## src/rtl/mem_port_arbiter_if.sv

```systemverilog
// Requester/RAM-side bundle of the two-port memory arbiter: both requester
// ports, the RAM data-port signals, and the arbiter's debug view of its state.
interface mem_port_arbiter_if #(
    parameter int AWIDTH = 12,
    parameter int DWIDTH = 32
);
    logic                  m0_req;
    logic                  m0_lock;
    logic [AWIDTH-1:0]     m0_addr;
    logic                  m0_we;
    logic [DWIDTH/8-1:0]   m0_wbe;
    logic [DWIDTH-1:0]     m0_wdata;
    logic                  m0_gnt;
    logic                  m0_rvalid;
    logic [DWIDTH-1:0]     m0_rdata;

    logic                  m1_req;
    logic                  m1_lock;
    logic [AWIDTH-1:0]     m1_addr;
    logic                  m1_we;
    logic [DWIDTH/8-1:0]   m1_wbe;
    logic [DWIDTH-1:0]     m1_wdata;
    logic                  m1_gnt;
    logic                  m1_rvalid;
    logic [DWIDTH-1:0]     m1_rdata;

    logic [AWIDTH-1:0]     mem_addr;
    logic                  mem_wen;
    logic [DWIDTH/8-1:0]   mem_wbe;
    logic [DWIDTH-1:0]     mem_d;
    logic [DWIDTH-1:0]     mem_q;

    logic [1:0]            dbg_owner;
    logic [7:0]            dbg_starve_cnt;

    modport slave (
        input  m0_req, m0_lock, m0_addr, m0_we, m0_wbe, m0_wdata,
        input  m1_req, m1_lock, m1_addr, m1_we, m1_wbe, m1_wdata,
        input  mem_q,
        output m0_gnt, m0_rvalid, m0_rdata,
        output m1_gnt, m1_rvalid, m1_rdata,
        output mem_addr, mem_wen, mem_wbe, mem_d,
        output dbg_owner, dbg_starve_cnt
    );

    modport master (
        output m0_req, m0_lock, m0_addr, m0_we, m0_wbe, m0_wdata,
        output m1_req, m1_lock, m1_addr, m1_we, m1_wbe, m1_wdata,
        output mem_q,
        input  m0_gnt, m0_rvalid, m0_rdata,
        input  m1_gnt, m1_rvalid, m1_rdata,
        input  mem_addr, mem_wen, mem_wbe, mem_d,
        input  dbg_owner, dbg_starve_cnt
    );
endinterface

```

## src/rtl/mem_port_arbiter.sv

```systemverilog
// Two-requester arbiter for the data port of ASYNC_RAM_DP_WBE: fixed priority
// to requester 0, starvation guard for requester 1, and per-requester bus lock.
module mem_port_arbiter #(
    parameter int AWIDTH     = 12,
    parameter int DWIDTH     = 32,
    parameter int STARVE_MAX = 8
) (
    input logic               clk,
    input logic               reset,
    mem_port_arbiter_if.slave bus
);
    // Handshake: a beat of requester k transfers in any cycle with mk_req and
    // mk_gnt both high (mk_gnt is combinational from mk_req); a granted read
    // returns mk_rdata with mk_rvalid high for exactly one cycle, one cycle later.
    typedef enum logic [1:0] {IDLE = 2'd0, LOCK0 = 2'd1, LOCK1 = 2'd2} owner_t;

    localparam logic [7:0] SMAX = 8'(STARVE_MAX);

    owner_t              owner, owner_nxt;
    logic [7:0]          starve_cnt, starve_nxt;
    logic                gnt0, gnt1;
    logic [AWIDTH-1:0]   mux_addr;
    logic                mux_wen;
    logic [DWIDTH/8-1:0] mux_wbe;
    logic [DWIDTH-1:0]   mux_d;

    always_ff @(posedge clk or posedge reset) begin
        if (reset) begin
            owner      <= IDLE;
            starve_cnt <= 8'd0;
        end else begin
            owner      <= owner_nxt;
            starve_cnt <= starve_nxt;
        end
    end

    always_comb begin
        owner_nxt  = owner;
        starve_nxt = starve_cnt;
        if (gnt0 && bus.m0_lock)
            owner_nxt = LOCK0;
        else if (gnt1 && bus.m1_lock)
            owner_nxt = LOCK1;
        else if (owner == LOCK0 && (!bus.m0_req || gnt0))
            owner_nxt = IDLE;
        else if (owner == LOCK1 && (!bus.m1_req || gnt1))
            owner_nxt = IDLE;

        // Counter keeps running under LOCK0 so requester 1 wins as soon as the lock ends.
        if (gnt1 || !bus.m1_req)
            starve_nxt = 8'd0;
        else if (starve_cnt != SMAX)
            starve_nxt = starve_cnt + 8'd1;
    end

    always_comb begin
        gnt0 = 1'b0;
        gnt1 = 1'b0;
        if (!reset) begin
            unique case (owner)
                LOCK0: gnt0 = bus.m0_req;
                LOCK1: gnt1 = bus.m1_req;
                default: begin
                    if (bus.m0_req && bus.m1_req) begin
                        if (starve_cnt == SMAX) gnt1 = 1'b1;
                        else                    gnt0 = 1'b1;
                    end else begin
                        gnt0 = bus.m0_req;
                        gnt1 = bus.m1_req;
                    end
                end
            endcase
        end
    end

    always_comb begin
        mux_addr = bus.m0_addr;
        mux_wen  = 1'b0;
        mux_wbe  = '0;
        mux_d    = '0;
        if (gnt0) begin
            mux_wen = bus.m0_we;
            mux_wbe = bus.m0_wbe;
            mux_d   = bus.m0_wdata;
        end else if (gnt1) begin
            mux_addr = bus.m1_addr;
            mux_wen  = bus.m1_we;
            mux_wbe  = bus.m1_wbe;
            mux_d    = bus.m1_wdata;
        end
    end

    always_ff @(posedge clk or posedge reset) begin
        if (reset) begin
            bus.m0_rvalid <= 1'b0;
            bus.m0_rdata  <= '0;
            bus.m1_rvalid <= 1'b0;
            bus.m1_rdata  <= '0;
        end else begin
            bus.m0_rvalid <= gnt0 && !bus.m0_we;
            bus.m1_rvalid <= gnt1 && !bus.m1_we;
            if (gnt0 && !bus.m0_we) bus.m0_rdata <= bus.mem_q;
            if (gnt1 && !bus.m1_we) bus.m1_rdata <= bus.mem_q;
        end
    end

    assign bus.m0_gnt         = gnt0;
    assign bus.m1_gnt         = gnt1;
    assign bus.mem_addr       = mux_addr;
    assign bus.mem_wen        = mux_wen;
    assign bus.mem_wbe        = mux_wbe;
    assign bus.mem_d          = mux_d;
    assign bus.dbg_owner      = owner;
    assign bus.dbg_starve_cnt = starve_cnt;
endmodule

```

## src/flat_wrapper.sv

```systemverilog
// flat-port wrapper written by rule: the top's interface ports become plain ports
module mem_port_arbiter_flat 
#(
    parameter int AWIDTH     = 12,
    parameter int DWIDTH     = 32,
    parameter int STARVE_MAX = 8
)
  (clk, reset, bus_m0_req, bus_m0_lock, bus_m0_addr, bus_m0_we, bus_m0_wbe, bus_m0_wdata, bus_m1_req, bus_m1_lock, bus_m1_addr, bus_m1_we, bus_m1_wbe, bus_m1_wdata, bus_mem_q, bus_m0_gnt, bus_m0_rvalid, bus_m0_rdata, bus_m1_gnt, bus_m1_rvalid, bus_m1_rdata, bus_mem_addr, bus_mem_wen, bus_mem_wbe, bus_mem_d, bus_dbg_owner, bus_dbg_starve_cnt);
  mem_port_arbiter_if #(.AWIDTH(AWIDTH), .DWIDTH(DWIDTH)) bus_i ();
  input logic clk;
  input logic reset;
  input wire logic [$bits(bus_i.m0_req)-1:0] bus_m0_req;
  input wire logic [$bits(bus_i.m0_lock)-1:0] bus_m0_lock;
  input wire logic [$bits(bus_i.m0_addr)-1:0] bus_m0_addr;
  input wire logic [$bits(bus_i.m0_we)-1:0] bus_m0_we;
  input wire logic [$bits(bus_i.m0_wbe)-1:0] bus_m0_wbe;
  input wire logic [$bits(bus_i.m0_wdata)-1:0] bus_m0_wdata;
  input wire logic [$bits(bus_i.m1_req)-1:0] bus_m1_req;
  input wire logic [$bits(bus_i.m1_lock)-1:0] bus_m1_lock;
  input wire logic [$bits(bus_i.m1_addr)-1:0] bus_m1_addr;
  input wire logic [$bits(bus_i.m1_we)-1:0] bus_m1_we;
  input wire logic [$bits(bus_i.m1_wbe)-1:0] bus_m1_wbe;
  input wire logic [$bits(bus_i.m1_wdata)-1:0] bus_m1_wdata;
  input wire logic [$bits(bus_i.mem_q)-1:0] bus_mem_q;
  output wire logic [$bits(bus_i.m0_gnt)-1:0] bus_m0_gnt;
  output wire logic [$bits(bus_i.m0_rvalid)-1:0] bus_m0_rvalid;
  output wire logic [$bits(bus_i.m0_rdata)-1:0] bus_m0_rdata;
  output wire logic [$bits(bus_i.m1_gnt)-1:0] bus_m1_gnt;
  output wire logic [$bits(bus_i.m1_rvalid)-1:0] bus_m1_rvalid;
  output wire logic [$bits(bus_i.m1_rdata)-1:0] bus_m1_rdata;
  output wire logic [$bits(bus_i.mem_addr)-1:0] bus_mem_addr;
  output wire logic [$bits(bus_i.mem_wen)-1:0] bus_mem_wen;
  output wire logic [$bits(bus_i.mem_wbe)-1:0] bus_mem_wbe;
  output wire logic [$bits(bus_i.mem_d)-1:0] bus_mem_d;
  output wire logic [$bits(bus_i.dbg_owner)-1:0] bus_dbg_owner;
  output wire logic [$bits(bus_i.dbg_starve_cnt)-1:0] bus_dbg_starve_cnt;
  assign bus_i.m0_req = bus_m0_req;
  assign bus_i.m0_lock = bus_m0_lock;
  assign bus_i.m0_addr = bus_m0_addr;
  assign bus_i.m0_we = bus_m0_we;
  assign bus_i.m0_wbe = bus_m0_wbe;
  assign bus_i.m0_wdata = bus_m0_wdata;
  assign bus_i.m1_req = bus_m1_req;
  assign bus_i.m1_lock = bus_m1_lock;
  assign bus_i.m1_addr = bus_m1_addr;
  assign bus_i.m1_we = bus_m1_we;
  assign bus_i.m1_wbe = bus_m1_wbe;
  assign bus_i.m1_wdata = bus_m1_wdata;
  assign bus_i.mem_q = bus_mem_q;
  assign bus_m0_gnt = bus_i.m0_gnt;
  assign bus_m0_rvalid = bus_i.m0_rvalid;
  assign bus_m0_rdata = bus_i.m0_rdata;
  assign bus_m1_gnt = bus_i.m1_gnt;
  assign bus_m1_rvalid = bus_i.m1_rvalid;
  assign bus_m1_rdata = bus_i.m1_rdata;
  assign bus_mem_addr = bus_i.mem_addr;
  assign bus_mem_wen = bus_i.mem_wen;
  assign bus_mem_wbe = bus_i.mem_wbe;
  assign bus_mem_d = bus_i.mem_d;
  assign bus_dbg_owner = bus_i.dbg_owner;
  assign bus_dbg_starve_cnt = bus_i.dbg_starve_cnt;
  mem_port_arbiter #(.AWIDTH(AWIDTH), .DWIDTH(DWIDTH), .STARVE_MAX(STARVE_MAX)) u_core (.clk(clk), .reset(reset), .bus(bus_i));
endmodule
```

## config.mk

```make
export PLATFORM = sky130hd
export DESIGN_NAME = mem_port_arbiter_flat
export DESIGN_NICKNAME = d
export VERILOG_FILES = /design/src/rtl/mem_port_arbiter_if.sv /design/src/rtl/mem_port_arbiter.sv /design/src/flat_wrapper.sv
export SDC_FILE = /design/constraint.sdc
export NUM_CORES = 1
export LEC_CHECK = 0
export BUFFER_PORTS_ARGS = -buffer_cell sky130_fd_sc_hd__buf_2
export CORE_MARGIN = 3
export CORE_UTILIZATION = 35
export CTS_CLUSTER_DIAMETER = 50
export DETAILED_ROUTE_END_ITERATION = 10
export GPL_TIMING_DRIVEN = 1
export HOLD_SLACK_MARGIN = 0.06
export MAX_ROUTING_LAYER = met4
export PLACE_DENSITY_LB_ADDON = 0.1
export SYNTH_ARGS = -nofsm -noshare
export SYNTH_HDL_FRONTEND = slang
export SYNTH_SLANG_ARGS = --single-unit
```

## constraint.sdc

```tcl
create_clock -name clk -period 2.5 [get_ports clk]
set_clock_uncertainty 0.15 [all_clocks]
set_input_delay 0.5 -clock clk [delete_from_list [all_inputs] [get_ports clk]]
set_output_delay 0.5 -clock clk [all_outputs]
set_load 0.02 [all_outputs]
```

==> results.json <==
{
  "worstMarginPinSlew_ns": 0.688,
  "cts_made_buffers": 9,
  "grt_antenna_before_repair": 0,
  "hold_buffers": 0,
  "drive_above_1_share": 0.711,
  "netlist_area_mm2": 0.00378,
  "dpl.hpwl_mm": 9.89,
  "synthesis.nets": 409,
  "rsz0062_at_grt": "yes",
  "p_seq_frac": 0.305,
  "power_leakage_nw": 3.22,
  "antenna_left": 0,
  "crit_required_ns": 1.85,
  "cpMostUsedCell": "buf_4",
  "finalHoldViolations": 0,
  "synth.distinct_cells": 37,
  "cp-end-kind": "primary output",
  "pre_cts_ws_ns": -0.231,
  "p_int_mw": 4.01,
  "slew_viol_final": 0,
  "grt_usage": 0.216,
  "start_util": 0.363,
  "hold_path_class": "in -> reg",
  "powerDensity_mw_per_mm2": 1080,
  "yosys.area.top_type": "dfrtp_1",
  "crit_fanout": 7,
  "r2r_cells": 7,
  "violations": "negative setup slack",
  "ff2ff_setup_slack_ns": 0.16,
  "rr_endpoint": "u_core.bus.m0_rdata[29]",
  "clkPwrFrac": 0.128,
  "slew_headroom": 0.540,
  "crit_start": "u_core.bus.dbg_starve_cnt[0]",
  "crit_chain": "inv_2 -> ha_4 -> nor4b_4 -> nand4_1 -> buf_4 -> a21oi_4 -> buf_12 -> buf_16 -> buf_4 -> a22o_1 -> buf_6",
  "worstReg2RegStart": "u_core.bus.dbg_owner[1]",
  "clockBufferDepth": 2,
  "clkLatencyLatePin_ns": 0.34,
  "synthFlopType": "dfrtp_1",
  "p_sw_mw": 2.72,
  "irDropWorstVdd_mv": 0.447,
  "clockRootBuffer": "clkbuf_8",
  "critPathLaunchType": "register",
  "synth_edf_count": 0,
  "nets": 716,
  "grt_first_pass_wirelength_mm": 19.2,
  "power.total_mw": 6.73,
  "grt.overflow.total": 0,
  "drv_cap": 0,
  "arrival_ns": 2.36,
  "avgSynthCellArea_um2": 14.0,
  "fin_crit_ns": 3.01,
  "setup_viol_count_final": 50,
  "slowest_stage": "dfrtp_2",
  "final.setup.worst_slack_ns": -0.514,
  "die_x_um": 110,
  "critical_path_class": "reg -> out",
  "synth.most_common_cell": "dfrtp_1",
  "port-buffer-count": 262,
  "fmax_mhz": 332,
  "synth_area_leaders": "dfrtp_1 (50%), mux2_4 (12%), a22o_1 (8.6%), mux2_2 (8.3%), mux2_1 (5.7%)",
  "combPwrFrac": 0.567,
  "syn_to_final_growth_pct": 65.7,
  "switching_share": 0.404,
  "htree_levels": 3,
  "grt_pass1_vias": 3747,
  "netlist_top_cells_count": "dfrtp_1 (76), a22o_1 (37), mux2_4 (29)",
  "final.period_utilization": 1.21,
  "antenna_cells": 0,
  "num_rows": 37,
  "fin_cells": 717,
  "dp.cells": 684,
  "coreArea_mm2": 0.0104,
  "ys_ff_latch": 76,
  "die-area_mm2": 0.0121,
  "drt-initial-drc-count": 168,
  "drt-total-wl_mm": 13.2,
  "slowest_delay_ns": 0.42,
  "ioPinCount": 263,
  "tritoncts": "built",
  "synth.top_cell.area_share": 0.504,
  "cts.clk_slew.worst_paths_ns": 0.09,
  "drcViolationCount": 0,
  "synthCells": 269,
  "ys_warn_count": 0,
  "num_vias": 3471,
  "cts.sinks": 76,
  "endpoint": "bus_mem_wbe[2]",
  "gp_congestion": 0.885,
  "die_y_um": 110,
  "grt_start_max_net_pins": 34,
  "tns_ns": -22.94,
  "vias_per_cell": 4.84,
  "ys_async_sr_fraction": 1.00,
  "post_drt_wl_per_cell_um": 18.4,
  "yosysSeqAreaShare": 0.504,
  "outcome": "finished, violations left",
  "drt_first_pass_iters": 6
}
-- metrics by stage --
step | utilization | hold WS [ns] | instance area (µm²)
floorplan | - | 0.453 | 3800
global placement | 0.526 | 0.312 | 5480
detailed placement | 0.526 | 0.328 | 5480
CTS | 0.601 | 0.197 | 6260
global route | 0.601 | 0.220 | 6260
finish | 0.601 | 0.218 | 6260
-- final cells by class --
| class | instances | area (µm²) |
|---|---|---|
| multi-input cells | 171 | 1820 |
| fillers | 913 | 4160 |
| flip-flops and latches | 76 | 1900 |
| clock inverters | 7 | 57.6 |
| inverters | 7 | 30.0 |
| clock buffers | 9 | 124 |
| well taps | 136 | 170 |
| repair buffers | 311 | 2150 |
-- cell usage in the layout, fill, tap and decap left out, types with 3 or more instances in the layout --
cell type,count
inv_6,3
o21ai_0,3
clkbuf_8,9
nor2_1,10
buf_4,36
inv_1,4
a22o_1,37
mux2_1,10
buf_2,212
or3b_2,3
mux2_2,25
mux2_4,41
clkinvlp_4,3
buf_12,6
buf_6,52
nand3_1,6
xor2_1,4
dfrtp_1,74
-- flip-flops by register name, summed over array words and instances, names as in the netlist --
register                   flops
u_core.bus.m1_rvalid           1
u_core.bus.dbg_owner           2
u_core.bus.m1_rdata           32
u_core.bus.dbg_starve_cnt      8
u_core.bus.m0_rvalid           1
u_core.bus.m0_rdata           32
-- cells by family after synthesis --
group / after synthesis / share of synthesized area
adder cells (fa/ha/maj): 4 / 0.0133
AO/OA/AOI/OAI: 49 / 0.111
flip-flops: 76 / 0.504
multiplexers: 76 / 0.255
XOR/XNOR: 6 / 0.0139
AND/OR/NAND/NOR: 36 / 0.0640
buffers and inverters: 22 / 0.0388
-- worst max-delay path, delay by kind of cell, from the launching register on --
family | cells | cell delay, ns
AND/OR/NAND/NOR | 2 | 0.36
adder cells (fa/ha/maj) | 1 | 0.12
buffers and inverters | 6 | 0.77
flip-flops | 1 | 0.42
AO/OA/AOI/OAI | 2 | 0.36
-- worst min path at each step --
stage	endpoint	startpoint	depth (start not counted)
floorplan	u_core.bus.dbg_owner[0]	u_core.bus.dbg_owner[0]	2
global placement	u_core.bus.m1_rdata[29]	u_core.bus.m1_rdata[29]	1
detailed placement	u_core.bus.m1_rdata[2]	u_core.bus.m1_rdata[2]	1
CTS	u_core.bus.dbg_owner[1]	bus_m0_lock	2
global route	u_core.bus.dbg_owner[1]	bus_m0_lock	2
finish	u_core.bus.dbg_owner[1]	bus_m0_lock	2
-- power groups by stage --
stage	combinational [mW]	clock (mW)	sequential, mW
2_1_floorplan	1.39	0	2.79
3_3_place_gp	3.33	0	2.06
3_5_place_dp	3.36	0	2.08
4_1_cts	3.84	0.894	2.06
5_1_grt	4.05	0.953	2.14
6_report	3.81	0.860	2.05
-- per-layer routing --
layer,track usage,part of all wire
met5,-,0
met4,0.110,0.041
met2,0.367,0.52
met3,0.0581,0.080
met1,0.231,0.36
-- repair_timing --
| item | CTS | global route |
|---|---|---|
| cloned | 4 | 1 |
| setup buffers | 11 | 3 |
| resized for setup | 122 | 5 |
| pin swaps | 7 | 7 |
| endpoints found under the setup margin | 51 | 51 |
Note: power is estimated with default switching activity, not from simulation.
